## src/rtl/rc_pkg.sv

```systemverilog
// Shared constants and state encoding for the remote-control link
// (transmitter and remote_controller receiver).
package rc_pkg;

  localparam int unsigned START_LEN  = 2;
  localparam int unsigned CUSTOM_LEN = 16;
  localparam int unsigned KEY_LEN    = 8;
  localparam int unsigned INV_LEN    = 8;
  localparam int unsigned PISO_W     = 16;

  localparam logic [15:0] CUSTOM_CODE_DEF = 16'hAAAA;

  typedef enum logic [2:0] {
    ST_IDLE,
    ST_START_LO,
    ST_START_HI,
    ST_CUSTOM,
    ST_KEY,
    ST_INV,
    ST_END
  } rc_state_e;

  // Counter reload value for a field of len cycles.
  function automatic logic [4:0] field_last(input int unsigned len);
    return 5'(len - 1);
  endfunction

endpackage

```

## src/rtl/rc_piso.sv

```systemverilog
// 16-bit parallel-load, MSB-first shift register.
// sout_d is the MSB the register will hold after this clock edge.
module rc_piso
  import rc_pkg::*;
(
  input  logic              clk,
  input  logic              reset,
  input  logic              load,
  input  logic              shift,
  input  logic [PISO_W-1:0] din,
  output logic              sout_d
);

  logic [PISO_W-1:0] sr_q;
  logic [PISO_W-1:0] sr_d;

  always_comb begin
    sr_d = sr_q;
    if (load) begin
      sr_d = din;
    end else if (shift) begin
      sr_d = {sr_q[PISO_W-2:0], 1'b0};
    end
  end

  assign sout_d = sr_d[PISO_W-1];

  always_ff @(posedge clk) begin
    if (reset) begin
      sr_q <= '0;
    end else begin
      sr_q <= sr_d;
    end
  end

endmodule

```

## src/rtl/remote_transmitter.sv

```systemverilog
// Serial frame generator: start pair, custom code, key, inverted key,
// end gap. One-entry pending buffer allows back-to-back frames.
module remote_transmitter
  import rc_pkg::*;
#(
  parameter logic [15:0] CUSTOM_CODE  = CUSTOM_CODE_DEF,
  parameter int unsigned END_LEN      = 5,
  parameter logic [7:0]  CORRUPT_MASK = 8'h22
) (
  input  logic       clk,
  input  logic       reset,
  input  logic       key_valid,
  input  logic [7:0] key_in,
  input  logic       key_corrupt,
  output logic       key_ready,
  output logic       serial,
  output logic       busy,
  output logic       frame_done
);

  rc_state_e   state_q, state_d;
  logic [4:0]  cnt_q, cnt_d;
  logic [7:0]  act_key_q, act_key_d;
  logic        act_cor_q, act_cor_d;
  logic [7:0]  pend_key_q, pend_key_d;
  logic        pend_cor_q, pend_cor_d;
  logic        pend_full_q, pend_full_d;
  logic        serial_q, serial_d;
  logic        done_q, done_d;

  logic        accept;
  logic        field_end;
  logic [7:0]  inv_field;
  logic        piso_load;
  logic        piso_shift;
  logic [15:0] piso_din;
  logic        piso_sout;

  assign key_ready  = !pend_full_q;
  assign accept     = key_valid && key_ready;
  assign field_end  = (cnt_q == 5'd0);
  assign busy       = (state_q != ST_IDLE);
  assign serial     = serial_q;
  assign frame_done = done_q;

  assign inv_field = ~act_key_q ^ (act_cor_q ? CORRUPT_MASK : 8'h00);
  assign piso_din  = (state_q == ST_START_HI) ? CUSTOM_CODE
                                              : {act_key_q, inv_field};

  rc_piso u_piso (
    .clk    (clk),
    .reset  (reset),
    .load   (piso_load),
    .shift  (piso_shift),
    .din    (piso_din),
    .sout_d (piso_sout)
  );

  always_comb begin
    state_d     = state_q;
    cnt_d       = field_end ? cnt_q : cnt_q - 5'd1;
    act_key_d   = act_key_q;
    act_cor_d   = act_cor_q;
    pend_key_d  = pend_key_q;
    pend_cor_d  = pend_cor_q;
    pend_full_d = pend_full_q;
    done_d      = 1'b0;
    piso_load   = 1'b0;
    piso_shift  = 1'b0;
    serial_d    = 1'b1;

    if (accept && state_q != ST_IDLE) begin
      pend_key_d  = key_in;
      pend_cor_d  = key_corrupt;
      pend_full_d = 1'b1;
    end

    unique case (state_q)
      ST_IDLE: begin
        if (accept) begin
          state_d   = ST_START_LO;
          cnt_d     = field_last(START_LEN / 2);
          act_key_d = key_in;
          act_cor_d = key_corrupt;
        end
      end
      ST_START_LO: begin
        state_d = ST_START_HI;
        cnt_d   = field_last(START_LEN / 2);
      end
      ST_START_HI: begin
        state_d   = ST_CUSTOM;
        cnt_d     = field_last(CUSTOM_LEN);
        piso_load = 1'b1;
      end
      ST_CUSTOM: begin
        if (field_end) begin
          state_d   = ST_KEY;
          cnt_d     = field_last(KEY_LEN);
          piso_load = 1'b1;
        end else begin
          piso_shift = 1'b1;
        end
      end
      ST_KEY: begin
        // key and inv share one load, so the last key bit still shifts
        piso_shift = 1'b1;
        if (field_end) begin
          state_d = ST_INV;
          cnt_d   = field_last(INV_LEN);
        end
      end
      ST_INV: begin
        if (field_end) begin
          state_d = ST_END;
          cnt_d   = 5'(END_LEN - 1);
        end else begin
          piso_shift = 1'b1;
        end
      end
      ST_END: begin
        if (field_end) begin
          done_d = 1'b1;
          if (pend_full_q) begin
            state_d     = ST_START_LO;
            cnt_d       = field_last(START_LEN / 2);
            act_key_d   = pend_key_q;
            act_cor_d   = pend_cor_q;
            pend_full_d = 1'b0;
          end else if (accept) begin
            state_d     = ST_START_LO;
            cnt_d       = field_last(START_LEN / 2);
            act_key_d   = key_in;
            act_cor_d   = key_corrupt;
            pend_full_d = 1'b0;
          end else begin
            state_d = ST_IDLE;
          end
        end
      end
      default: begin
        state_d = ST_IDLE;
      end
    endcase

    unique case (state_d)
      ST_IDLE:     serial_d = 1'b1;
      ST_START_LO: serial_d = 1'b0;
      ST_START_HI: serial_d = 1'b1;
      ST_CUSTOM,
      ST_KEY,
      ST_INV:      serial_d = piso_sout;
      ST_END:      serial_d = 1'b0;
      default:     serial_d = 1'b1;
    endcase
  end

  always_ff @(posedge clk) begin
    if (reset) begin
      state_q     <= ST_IDLE;
      cnt_q       <= '0;
      act_key_q   <= '0;
      act_cor_q   <= 1'b0;
      pend_key_q  <= '0;
      pend_cor_q  <= 1'b0;
      pend_full_q <= 1'b0;
      serial_q    <= 1'b1;
      done_q      <= 1'b0;
    end else begin
      state_q     <= state_d;
      cnt_q       <= cnt_d;
      act_key_q   <= act_key_d;
      act_cor_q   <= act_cor_d;
      pend_key_q  <= pend_key_d;
      pend_cor_q  <= pend_cor_d;
      pend_full_q <= pend_full_d;
      serial_q    <= serial_d;
      done_q      <= done_d;
    end
  end

endmodule
```

## config.mk

```make
export PLATFORM = sky130hd
export DESIGN_NAME = remote_transmitter
export DESIGN_NICKNAME = d
export VERILOG_FILES = /design/src/rtl/rc_pkg.sv /design/src/rtl/rc_piso.sv /design/src/rtl/remote_transmitter.sv
export SDC_FILE = /design/constraint.sdc
export NUM_CORES = 1
export LEC_CHECK = 0
export ABC_CLOCK_PERIOD_IN_PS = 3200
export CAP_MARGIN = 25
export CORE_ASPECT_RATIO = 0.5
export CORE_MARGIN = 4
export CORE_UTILIZATION = 58
export DETAILED_ROUTE_END_ITERATION = 6
export GPL_ROUTABILITY_DRIVEN = 0
export PLACE_DENSITY = 0.79
export SLEW_MARGIN = 20
export SYNTH_ARGS = -nofsm -noshare
export SYNTH_HDL_FRONTEND = slang
export SYNTH_HIERARCHICAL = 1
export SYNTH_SLANG_ARGS = --single-unit
```

## constraint.sdc

```tcl
create_clock -name clk -period 3.2 [get_ports clk]
set_clock_uncertainty 0.2 [all_clocks]
set_input_delay 0.64 -clock clk [delete_from_list [all_inputs] [get_ports clk]]
set_output_delay 0.64 -clock clk [all_outputs]
set_load 0.02 [all_outputs]
```

==> results.md <==
Outcome:
- The flow ran to the end, and the final reports show no timing, DRC or antenna violations.

Global route:
- Entering global routing, the biggest net connects 36 pins.
- The total congestion overflow is 0.
- The initial antenna violation count was 0.
- The wire length of the first global-routing pass is a little over 9 mm.
- The via count of the first global-routing pass is approximately 1900.
- Global routing used roughly 23% of the available tracks.

Placed design:
- The wire-length estimate of the detail-placed layout is between 3 and 4 mm.
- The count of buffers from port buffering is 15.

Clock network:
- The number of buffers on the longest clock path is 2.
- Counting the buffers created by CTS gives 5.
- Clock latency on the worst-skew pair, taken at its later pin, is ~300 ps.
- The clock-pin slew on the worst setup and hold paths is 90 ps.
- After clock tree synthesis, the flow added hold-fix buffers numbering 0.
- The total number of clock tree sinks is 45.
- The H-tree was split into 2 levels.
- Once the clock tree was built, the resizer swapped 0 gates to a different size.
- After clock tree synthesis, the setup repair step added 0 buffers.
- TritonCTS built the clock tree.
- In this run the clock root is driven by a clkbuf_8.

Min path:
- The worst hold path class is flip-flop to flip-flop.
- Along the worst hold path, the cell count comes to 2.
- The worst min-delay path startpoint is pend_key_q[6]$_SDFFE_PP0P_.
- The worst hold path terminates at pend_key_q[6]$_SDFFE_PP0P_.

Synth:
- The post-synthesis cell area is 2380 um2.
- The register area share after synthesis is 37.8%.
- After synthesis, the largest area contributor takes up 37.8% of total cell area.
- The synthesized netlist devotes about 1.6% of its cell area to adder and majority cells.
- After Yosys synthesis, XOR and XNOR cells account for 1.47% of the synthesized area.
- By area, the combinational part of the netlist is dominated by simple AND/OR/NAND/NOR gates.
- After synthesis, the cell types taking the most area are dfxtp_1 (38%), mux2i_1 (6.3%), nand2_1 (5.8%).
- After synthesis the netlist holds a flip-flop and latch count of 45.
- The fraction of the mapped netlist area in compound gates is about a fifth.
- The count of synthesis-stage warnings from yosys is 6.
- Synthesis produced a netlist whose cell count is 280.
- The number of enable flip-flop cells after synthesis is 0.
- Counting every net in the synthesized netlist gives 295.
- The share of flip-flops with an asynchronous set or reset is 0%.
- The mux cell area share after synthesis is 6.30%.
- The area fraction in and, or, nand and nor cells after synthesis is 26.1%.
- Of all cell types, the one taking the most synthesized area is dfxtp_1.
- The number of distinct library cells after synthesis is 52.
- In the synthesized netlist the dominant register cell turns out to be dfxtp_1.
- Averaged over all synthesized cells, the footprint is roughly 8.5 um2.

Setup path:
- The depth of the most critical reg-to-reg path is 9.
- The worst register-to-register path ends at u_piso/sr_q[0]$_SDFFE_PP0P_.
- The type of element launching the critical path is a flip-flop.
- The worst setup path is captured at a primary output.
- Across all register-to-register paths, the minimum setup slack is ~670 ps.
- Of all nets on the critical path, the largest fanout is 17.
- The worst reg2reg path startpoint is cnt_q[0]$_SDFF_PP0_.
- The category of the most critical setup path is flip-flop to primary output.
- For the worst setup path, the data required time is 2360 ps.
- The endpoint arrival time on the critical path is approximately 1900 ps.

Route:
- In this run, the number of DRC markers left after iteration 0 of detailed routing was between 100 and 150.
- The count of nets left with antenna violations once routing finished came out at 0.
- The first-pass iteration count of the detailed router is 4.
- For this block, the via count after detailed routing is between 2000 and 2500.
- The final wirelength is 5.36 mm.
- In the routed design, unresolved DRC markers number 0.
- In the routed layout, each cell is associated on average with a via count of 5.90.
- The average detailed-routed wire length per instance is 15.5 um.

STA:
- Setup repair after global routing left no endpoint under its margin.
- The count of pins over their slew limit is 0.
- Setup total negative slack on the finished layout was measured at 0 ps.
- The number of failing hold endpoints at the final stage is 0.
- The slew of the pin with the lowest slew margin is 637 ps.
- The minimum clock period after layout is 2750 ps.
- For this run, the top clock speed supported by timing is 363 MHz.
- The count of endpoints failing setup in the final report is 0.
- The share of the cycle needed by the critical path after routing is 86.0%.
- In this run the tightest slew margin relative to its limit is 56.9%.

Final layout:
- 0 antenna diodes ended up in the layout.
- The relative area change from synthesis to final layout is 11.8%.
- Of the cells placed in the final design, the portion with a size suffix greater than 1 is 9.25%.
- The number of nets at the end of the flow is 306.
- The final design utilization is 67.9%.

Job:
- The number of max-capacitance violations reported is 0.

Die:
- The region available for standard cell placement spans 3920 um2.
- 16 I/O pins were placed.
- The overall die area is 5260 um2.
- The initial core utilization is 60.7%.
- The cell row count is 16.
- The overall die height is around 53 um.
- The die width is 98.7 um.

Power and ir drop:
- The power density relative to cell area is 788 nW/um2.
- IR analysis of the VDD net gives a maximum drop of a little over 0.5 mV.
- In this run the static leakage power is 0.974 nW.
## cells in the mapped netlist (5+ instances only)
master    instances
dfxtp_1          45
nand2_1          37
a21oi_1          27
nor2_1           19
nor2b_1          19
a211oi_1         16
mux2i_1          15
nand2b_1         11
buf_2             8
clkbuf_1          7
and2_1            5
nor4_1            5
o21ai_0           5
## area by class of cell
type,count,area [um2]
Clock buffer,6,72.6
Clock inverter,2,38.8
Fill cell,335,1260
Inverter,7,26.3
Multi-Input combinational cell,210,1360
Sequential cell,45,901
Tap cell,54,67.6
Timing Repair Buffer,22,203
## cells by family after synthesis
kind of cell	after synthesis
AND/OR/NAND/NOR	116
AO/OA/AOI/OAI	72
flip-flops	45
buffers and inverters	25
multiplexers	15
XOR/XNOR	4
adder cells (fa/ha/maj)	3
## report_power, final
part           switching, mW  total (mW)  internal (mW)
Combinational          0.510       0.880          0.370
Clock                  0.198       0.432          0.235
Sequential             0.107       0.789          0.681
## sequential cells by signal, indices dropped and copies added (netlist names)
register / flops
serial: 1
pend_full_q: 1
pend_key_q: 8
act_key_q: 8
frame_done: 1
u_piso/sr_q: 16
cnt_q: 5
act_cor_q: 1
state_q: 3
pend_cor_q: 1
## layer usage
layer / vias to the layer above / part of all wire, % / global-route usage, %
met5: - / 0 / 0
met4: 0 / 1.2 / 9.07
met3: 6 / 5.5 / 4.34
met2: 55 / 46 / 35.1
met1: 972 / 48 / 30.9
li1: 1009 / - / -
## stage by stage
stage	setup slack (ps)	std cells	cell area (um2)	power [mW]	hold slack [ps]
after floorplan	976	280	2380	1.46	236
after global placement	632	338	2550	1.64	245
after detailed placement	559	338	2550	1.67	252
after CTS	477	346	2670	2.10	264
after global routing	291	346	2670	2.25	277
final	447	346	2670	2.10	263
## worst max-delay path by stage
stage / slack, ps / from / to
3_5_place_dp: 560 / key_valid / act_key_q[7]$_SDFFE_PP0P_
6_report: 450 / state_q[1]$_SDFF_PP0_ / busy
2_1_floorplan: 980 / cnt_q[0]$_SDFF_PP0_ / serial$_SDFF_PP1_
4_1_cts: 480 / state_q[1]$_SDFF_PP0_ / busy
3_3_place_gp: 630 / key_valid / act_key_q[7]$_SDFFE_PP0P_
5_1_grt: 290 / state_q[1]$_SDFF_PP0_ / busy
## worst max-delay path, cell delays in order, from the launching register on
cell	delay, ps
dfxtp_1	480
nor3_1	420
inv_1	140
clkdlybuf4s50_1	570
## cells in the final DEF (no fill, tap or decap), types with 7 or more instances in the layout
master,instances
a211oi_1,16
a21oi_1,27
buf_4,7
clkdlybuf4s50_1,15
dfxtp_1,45
mux2i_1,15
nand2_1,37
nand2b_1,11
nor2_1,19
nor2b_1,19
No activity file was read; power rests on OpenSTA's default activity.
